[src/rtl/ctle_boost_sweep_ctrl.sv]
// CTLE boost-code sweep sequencer: settles each code, counts PRBS errors over a
// fixed sample window, then applies the code with the fewest errors.
module ctle_boost_sweep_ctrl #(
    parameter int unsigned NUM_CODES      = 8,
    parameter int unsigned CODE_W         = 3,
    parameter int unsigned SETTLE_CYCLES  = 64,
    parameter int unsigned WINDOW_SAMPLES = 1024,
    parameter int unsigned ERR_W          = 11,
    parameter int unsigned ERR_THRESH     = 16
) (
    input  logic              CLK,
    input  logic              Rst_n,
    input  logic              start,
    input  logic              err_valid,
    input  logic              err_bit,
    output logic [CODE_W-1:0] boost_code,
    output logic              busy,
    output logic              done,
    output logic [ERR_W-1:0]  best_err_cnt,
    output logic              sweep_fail
);

    localparam int unsigned SET_W = (SETTLE_CYCLES > 1) ? $clog2(SETTLE_CYCLES) : 1;
    localparam int unsigned SMP_W = (WINDOW_SAMPLES > 1) ? $clog2(WINDOW_SAMPLES) : 1;
    localparam logic [CODE_W-1:0] LAST_CODE = CODE_W'(NUM_CODES - 1);

    typedef enum logic [2:0] {
        S_IDLE,
        S_SETTLE,
        S_MEASURE,
        S_COMPARE,
        S_APPLY,
        S_DONE
    } state_t;

    state_t             r_state;
    state_t             w_next;
    logic [SET_W-1:0]   r_settle_cnt;
    logic [SMP_W-1:0]   r_sample_cnt;
    logic [ERR_W-1:0]   r_err_cnt;
    logic [ERR_W-1:0]   r_best;
    logic [CODE_W-1:0]  r_best_code;

    logic w_settle_last;
    logic w_window_last;
    logic w_cmp_stop;

    assign w_settle_last = (r_settle_cnt == SET_W'(SETTLE_CYCLES - 1));
    assign w_window_last = err_valid && (r_sample_cnt == SMP_W'(WINDOW_SAMPLES - 1));
    // A clean window cannot be beaten, so the sweep ends early on zero errors.
    assign w_cmp_stop    = (r_err_cnt == '0) || (boost_code == LAST_CODE);

    always_ff @(posedge CLK or negedge Rst_n) begin
        if (!Rst_n) begin
            r_state <= S_IDLE;
        end else begin
            r_state <= w_next;
        end
    end

    always_comb begin
        w_next = r_state;
        busy   = 1'b0;
        done   = 1'b0;
        case (r_state)
            S_IDLE: begin
                if (start) w_next = S_SETTLE;
            end
            S_SETTLE: begin
                busy = 1'b1;
                if (w_settle_last) w_next = S_MEASURE;
            end
            S_MEASURE: begin
                busy = 1'b1;
                if (w_window_last) w_next = S_COMPARE;
            end
            S_COMPARE: begin
                busy   = 1'b1;
                w_next = w_cmp_stop ? S_APPLY : S_SETTLE;
            end
            S_APPLY: begin
                busy   = 1'b1;
                w_next = S_DONE;
            end
            S_DONE: begin
                done = 1'b1;
                if (start) w_next = S_SETTLE;
            end
            default: w_next = S_IDLE;
        endcase
    end

    always_ff @(posedge CLK or negedge Rst_n) begin
        if (!Rst_n) begin
            boost_code   <= '0;
            best_err_cnt <= '1;
            sweep_fail   <= 1'b0;
            r_settle_cnt <= '0;
            r_sample_cnt <= '0;
            r_err_cnt    <= '0;
            r_best       <= '1;
            r_best_code  <= '0;
        end else begin
            case (r_state)
                S_IDLE, S_DONE: begin
                    if (start) begin
                        boost_code   <= '0;
                        r_best       <= '1;
                        r_best_code  <= '0;
                        r_settle_cnt <= '0;
                    end
                end
                S_SETTLE: begin
                    r_settle_cnt <= r_settle_cnt + SET_W'(1);
                    if (w_settle_last) begin
                        r_err_cnt    <= '0;
                        r_sample_cnt <= '0;
                    end
                end
                S_MEASURE: begin
                    if (err_valid) begin
                        r_sample_cnt <= r_sample_cnt + SMP_W'(1);
                        if (err_bit && (r_err_cnt != '1)) r_err_cnt <= r_err_cnt + ERR_W'(1);
                    end
                end
                S_COMPARE: begin
                    // Strict less-than keeps the lower code on ties.
                    if (r_err_cnt < r_best) begin
                        r_best      <= r_err_cnt;
                        r_best_code <= boost_code;
                    end
                    if (!w_cmp_stop) begin
                        boost_code   <= boost_code + CODE_W'(1);
                        r_settle_cnt <= '0;
                    end
                end
                S_APPLY: begin
                    boost_code   <= r_best_code;
                    best_err_cnt <= r_best;
                    sweep_fail   <= (r_best > ERR_W'(ERR_THRESH));
                end
                default: ;
            endcase
        end
    end

endmodule
[config.mk]
export PLATFORM = sky130hd
export DESIGN_NAME = ctle_boost_sweep_ctrl
export DESIGN_NICKNAME = d
export VERILOG_FILES = /design/src/rtl/ctle_boost_sweep_ctrl.sv
export SDC_FILE = /design/constraint.sdc
export NUM_CORES = 1
export LEC_CHECK = 0
export BUFFER_PORTS_ARGS = -buffer_cell sky130_fd_sc_hd__buf_2
export CORE_MARGIN = 2
export CORE_UTILIZATION = 54
export DETAILED_ROUTE_END_ITERATION = 12
export PLACE_DENSITY = 0.75
export SYNTH_ARGS = -nofsm -noshare
export SYNTH_HDL_FRONTEND = slang
export SYNTH_SLANG_ARGS = --single-unit
[constraint.sdc]
create_clock -name CLK -period 1.74 [get_ports CLK]
set_input_delay 0 -clock CLK [delete_from_list [all_inputs] [get_ports CLK]]
set_output_delay 0 -clock CLK [all_outputs]
set_load 0.01 [all_outputs]
# ---- Word-level counts from Yosys, hierarchy flattened
# Index checks and enable logic that the tools add are counted.
dict set report totals {
  out_inout_bits 17
  in_bits 5
  register_bits 59
  word_cells 73
}
dict set report classes {
  muxes 25
  n_eq_ne 16
  add_sub_neg 4
  reduce_logical 17
  n_lt_le_gt_ge 2
}
# operator n
set op_table {}
lappend op_table {{$mux 11} 5}
lappend op_table {{$pmux 11 s2} 2}
lappend op_table {{$mux 3} 7}
lappend op_table {{$mux 10} 2}
lappend op_table {{$pmux 10 s2} 1}
lappend op_table {{$pmux 6 s3} 1}
lappend op_table {{$pmux 3 s5} 1}
lappend op_table {{$reduce_and 3->1} 5}
lappend op_table {{$mux 6} 2}
lappend op_table {{$ne 2x2->1 const B} 6}
lappend op_table {{$add 11x1->11 const B} 1}
lappend op_table {{$gt 11x5->1 const B} 1}
lappend op_table {{$logic_not 11->1} 1}
lappend op_table {{$lt 11x11->1} 1}
lappend op_table {{$ne 11x11->1 const B} 1}
lappend op_table {{$add 10x1->10 const B} 1}
lappend op_table {{$eq 10x10->1 const B} 1}
lappend op_table {{$eq 3x3->1 const B} 3}
lappend op_table {{$pmux 3 s3} 1}
lappend op_table {{$add 6x1->6 const B} 1}
lappend op_table {{$eq 3x2->1 const B} 2}
lappend op_table {{$eq 6x6->1 const B} 1}
lappend op_table {{$pmux 3 s2} 1}
lappend op_table {{$reduce_bool 3->1} 2}
lappend op_table {{other kinds (11)} 14}

# ---- Depth between registers and ports, before layout
dict set report depth {
  depth_word 5
  ltp_mapped 9
  mapped_depth_nobuf 7
}

# ---- Worst setup path after synthesis
# OpenSTA, ideal clock, no wires.
dict set report synth_timing {
  path_type {register to register}
  startpoint {reg r_best[8]}
  endpoint {reg r_best[6]}
  path_stages_with_launch 10
  n_path_buf 2
  setup_time_ns 0.079
  arrival_ns 1.852
  t_required_ns 1.661
  path_slack_ns -0.191
  period_less_slack_ns 1.931
  path_cell_list {dfstp_2 inv_1 ha_1 a211oi_1 o211ai_1 a221o_1 buf_2 buf_6 nor2_1 a21oi_1}
}
dict set report synth_via {
  elab_chain_len 3
}
# item line_no
set synth_rtl {}
lappend synth_rtl {{from (decl)} 41} ;# logic [ERR_W-1:0] r_best;
lappend synth_rtl {{from (signal assigned)} 129} ;# r_best <= r_err_cnt;
lappend synth_rtl {{$lt 11x11->1} 128} ;# if (r_err_cnt < r_best) begin
lappend synth_rtl {{$ne 2x2->1 (no line)} -}
lappend synth_rtl {{$reduce_and 3->1 (no line)} -}
# Every way passes these cells.
# A chain may end at the register's enable or synchronous reset.

# ---- Final worst setup path
dict set report layout_timing {
  startpoint {reg r_best[8]}
  endpoint {reg r_best[8]}
}
# The elaborated chain is that of the path after synthesis.

==> metrics.txt <==
status complete, but fails checks; violations in the final reports setup timing; standard-cell row count 28; number of pins exceeding their max-slew limit in the final report 0; peak clock frequency supported by timing 505.5 MHz; proportion of netlist area held by the largest area contributor 0.2867; unrepaired setup endpoints after global routing yes; Detailed Route WL slightly below 8 mm; total non-filler cell area in the finished layout 0.004254 sq mm; Worst setup SP type register; clock tree from TritonCTS yes; number of antenna repair diodes 0; Overall Global Routing Usage 0.2436; path type of the worst setup path reg -> reg; fraction of registers with async set/reset 1.000; root buffer cell clkbuf_8; starting utilization of the core area 0.5520; IO Port Bufs 21; count of state elements after synthesis 59; summed instance area of the synthesized netlist 0.003229 sq mm; Clock Sinks around 60; actual transition at the worst max-transition pin 555.4 ps; worst slack after detailed placement -158.7 ps; # H-tree levels 3; pin count of the biggest net entering global routing 38; dominant cell type by area after synthesis dfrtp_1; placed wire-length estimate around 5 mm; number of violations of the max-capacitance limit 0; final estimated routing congestion in global placement roughly 0.76; DR vias 2837; leakage power of the design 1.949 nW; Tightest Hold Check Type in -> reg; vias per cell 5.923; ratio of final minimum period to clock period 1.137; worst slew margin relative to its limit 0.6297; Inserted Clock Buffers 9; drc violations 0; fraction of the yosys area taken by sequential cells 0.4657; top area cells in the synthesized netlist dfrtp_1 (29%), dfstp_2 (18%), ha_1 (6.2%); Detailed Routing Iterations Pass 1 4; areal power density over the cells 1080 mW/mm^2; final hold violations 0; element type at the critical path end register; critical-path maximum fanout 7; unique cell type count in the Yosys netlist 56; proportion of layout cells with a drive suffix above 1 0.4480; clock insertion delay at the later pin of the skew report around 340 ps; cell count after synthesis 322; cell types with the highest counts after synthesis dfrtp_1 (37), nor2_1 (37), nand2_1 (27); initial antenna violation count 0; P&R area growth vs syn 31.73%; vias in the first global route 2626; die height 81.33 microns; CTS max path bufs 2; post-detailed-route count of antenna-violating nets 0; mean instance size in the synthesized netlist 10.03 sq um; Worst-path clk slew 70 ps; storage element area 0.001508 sq mm; overall overflow remaining after global route 0; wire length of the first global-routing pass 12.14 mm; Clock Skews 7.742 ps; worst setup margin -238.4 ps; number of synthesized flops with an enable pin 0; net total in the final layout 420; Critical Path RT 2010 ps; Worst EP arrival 2250 ps; syn_nets 343; fill count 386; I/O pin total 22; IR Drop Worst-Case VDD 600.3 uV; drt wl/cell 16.44 microns; area of the core region slightly below 0.006 sq mm; most frequently used flop master after synthesis dfrtp_1; horizontal die dimension a little over 80 microns; total of endpoints with negative setup slack in the final report 14; Worst Hold Slack 38.29 ps; number of warnings reported in the yosys synthesis log 0; placement-stage cell area 0.003777 sq mm; Iteration-0 DRC Markers 131; total die area 0.006615 sq mm; fin crit period ~2000 ps; footprint of the multi-input gates 0.001792 sq mm
## worst paths after layout
| check | start | end | slack (ps) | depth (start not counted) |
|---|---|---|---|---|
| setup / recovery | r_best[8] | r_best[8] | -240 | 8 |
| hold / removal | start | r_state[2] | 40 | 4 |
| setup reg to reg | r_best[8] | r_best[8] | -240 | 8 |
| hold reg to reg | r_sample_cnt[2] | r_sample_cnt[2] | 540 | 1 |
| max in group asynchronous | Rst_n | r_best[0] | 900 | 3 |
| min in group asynchronous | Rst_n | r_settle_cnt[1] | 180 | 2 |
## final cells by class
type | instances | share of cell area
clock buffer | 12 | 0.03412
clock inverter | 4 | 0.01176
inverter | 19 | 0.01735
multi-input combinational | 231 | 0.4212
sequential | 59 | 0.3544
tap | 75 | 0.02206
timing repair buffer | 79 | 0.1391
## per-stage QoR
step / setup TNS (ps) / util / power (mW) / std cells
5_1_grt: -3394 / 0.7271 / 4.850 / 479
6_report: -2278 / 0.7271 / 4.596 / 479
4_1_cts: -1335 / 0.6987 / 4.510 / 472
3_3_place_gp: -239.8 / 0.6456 / 3.133 / 449
2_1_floorplan: -191.1 / - / 2.682 / 322
3_5_place_dp: -1826 / 0.6456 / 3.201 / 449
## worst max-delay path, cell delays in order, from the launching register on
cell	delay [ps]
dfstp_2	540
inv_2	50
ha_4	220
a211oi_2	200
o211ai_1	110
a221o_2	390
buf_6	160
nor2_1	170
a21oi_1	60
## registers in the layout, indices dropped and copies added, names as in the netlist
| name | cells |
|---|---|
| r_sample_cnt | 10 |
| r_state | 3 |
| sweep_fail | 1 |
| boost_code | 3 |
| r_best_code | 3 |
| r_err_cnt | 11 |
| best_err_cnt | 11 |
| r_best | 11 |
| r_settle_cnt | 6 |
## placed cells by master (no fill, tap or decap), drive strengths merged, types with 2 or more instances in the layout
| cell type | count |
|---|---|
| a21oi | 22 |
| a221oi | 3 |
| a22o | 2 |
| a31oi | 4 |
| and3 | 8 |
| and4 | 4 |
| buf | 78 |
| clkbuf | 12 |
| clkinvlp | 2 |
| dfrtp | 37 |
| dfstp | 22 |
| ha | 16 |
| inv | 19 |
| mux2 | 11 |
| nand2 | 27 |
| nand3 | 9 |
| nand3b | 3 |
| nand4 | 8 |
| nor2 | 37 |
| nor2b | 2 |
| nor3 | 4 |
| nor3b | 2 |
| nor4 | 5 |
| o211ai | 2 |
| o21ai | 27 |
| o31ai | 5 |
| o41ai | 3 |
| xnor2 | 2 |
| xor2 | 6 |
## what timing repair did
action / CTS / global route
setup endpoints to repair: 18 / 27
gates cloned: 0 / 3
endpoints found under the hold margin: 19 / 0
pin swaps: 4 / 9
buffers inserted: 6 / 4
hold buffers: 1 / 0
resized for setup: 13 / 43
## metal layers
layer	wire length, microns	GRT usage
met5	0	0
met4	238	0.1119
met3	352	0.05667
met2	3830	0.3967
met1	3453	0.3066
## cell families (layout without fill, tap and decap cells)
| kind of cell | after synthesis | in the layout | share of synthesized area |
|---|---|---|---|
| multiplexers | 11 | 11 | 0.03836 |
| AND/OR/NAND/NOR | 118 | 118 | 0.2042 |
| AO/OA/AOI/OAI | 77 | 77 | 0.1538 |
| buffers and inverters | 32 | 114 | 0.05075 |
| flip-flops | 59 | 59 | 0.4657 |
| adder cells (fa/ha/maj) | 17 | 17 | 0.06548 |
| XOR/XNOR | 8 | 8 | 0.02170 |
## power breakdown
| group | switching, mW | internal, mW | total, mW |
|---|---|---|---|
| registers | 0.211 | 1.71 | 1.92 |
| logic | 0.716 | 0.713 | 1.43 |
| clock network | 0.548 | 0.699 | 1.25 |
| total | 1.47 | 3.12 | 4.60 |
Note: power is estimated with default switching activity, not from simulation.
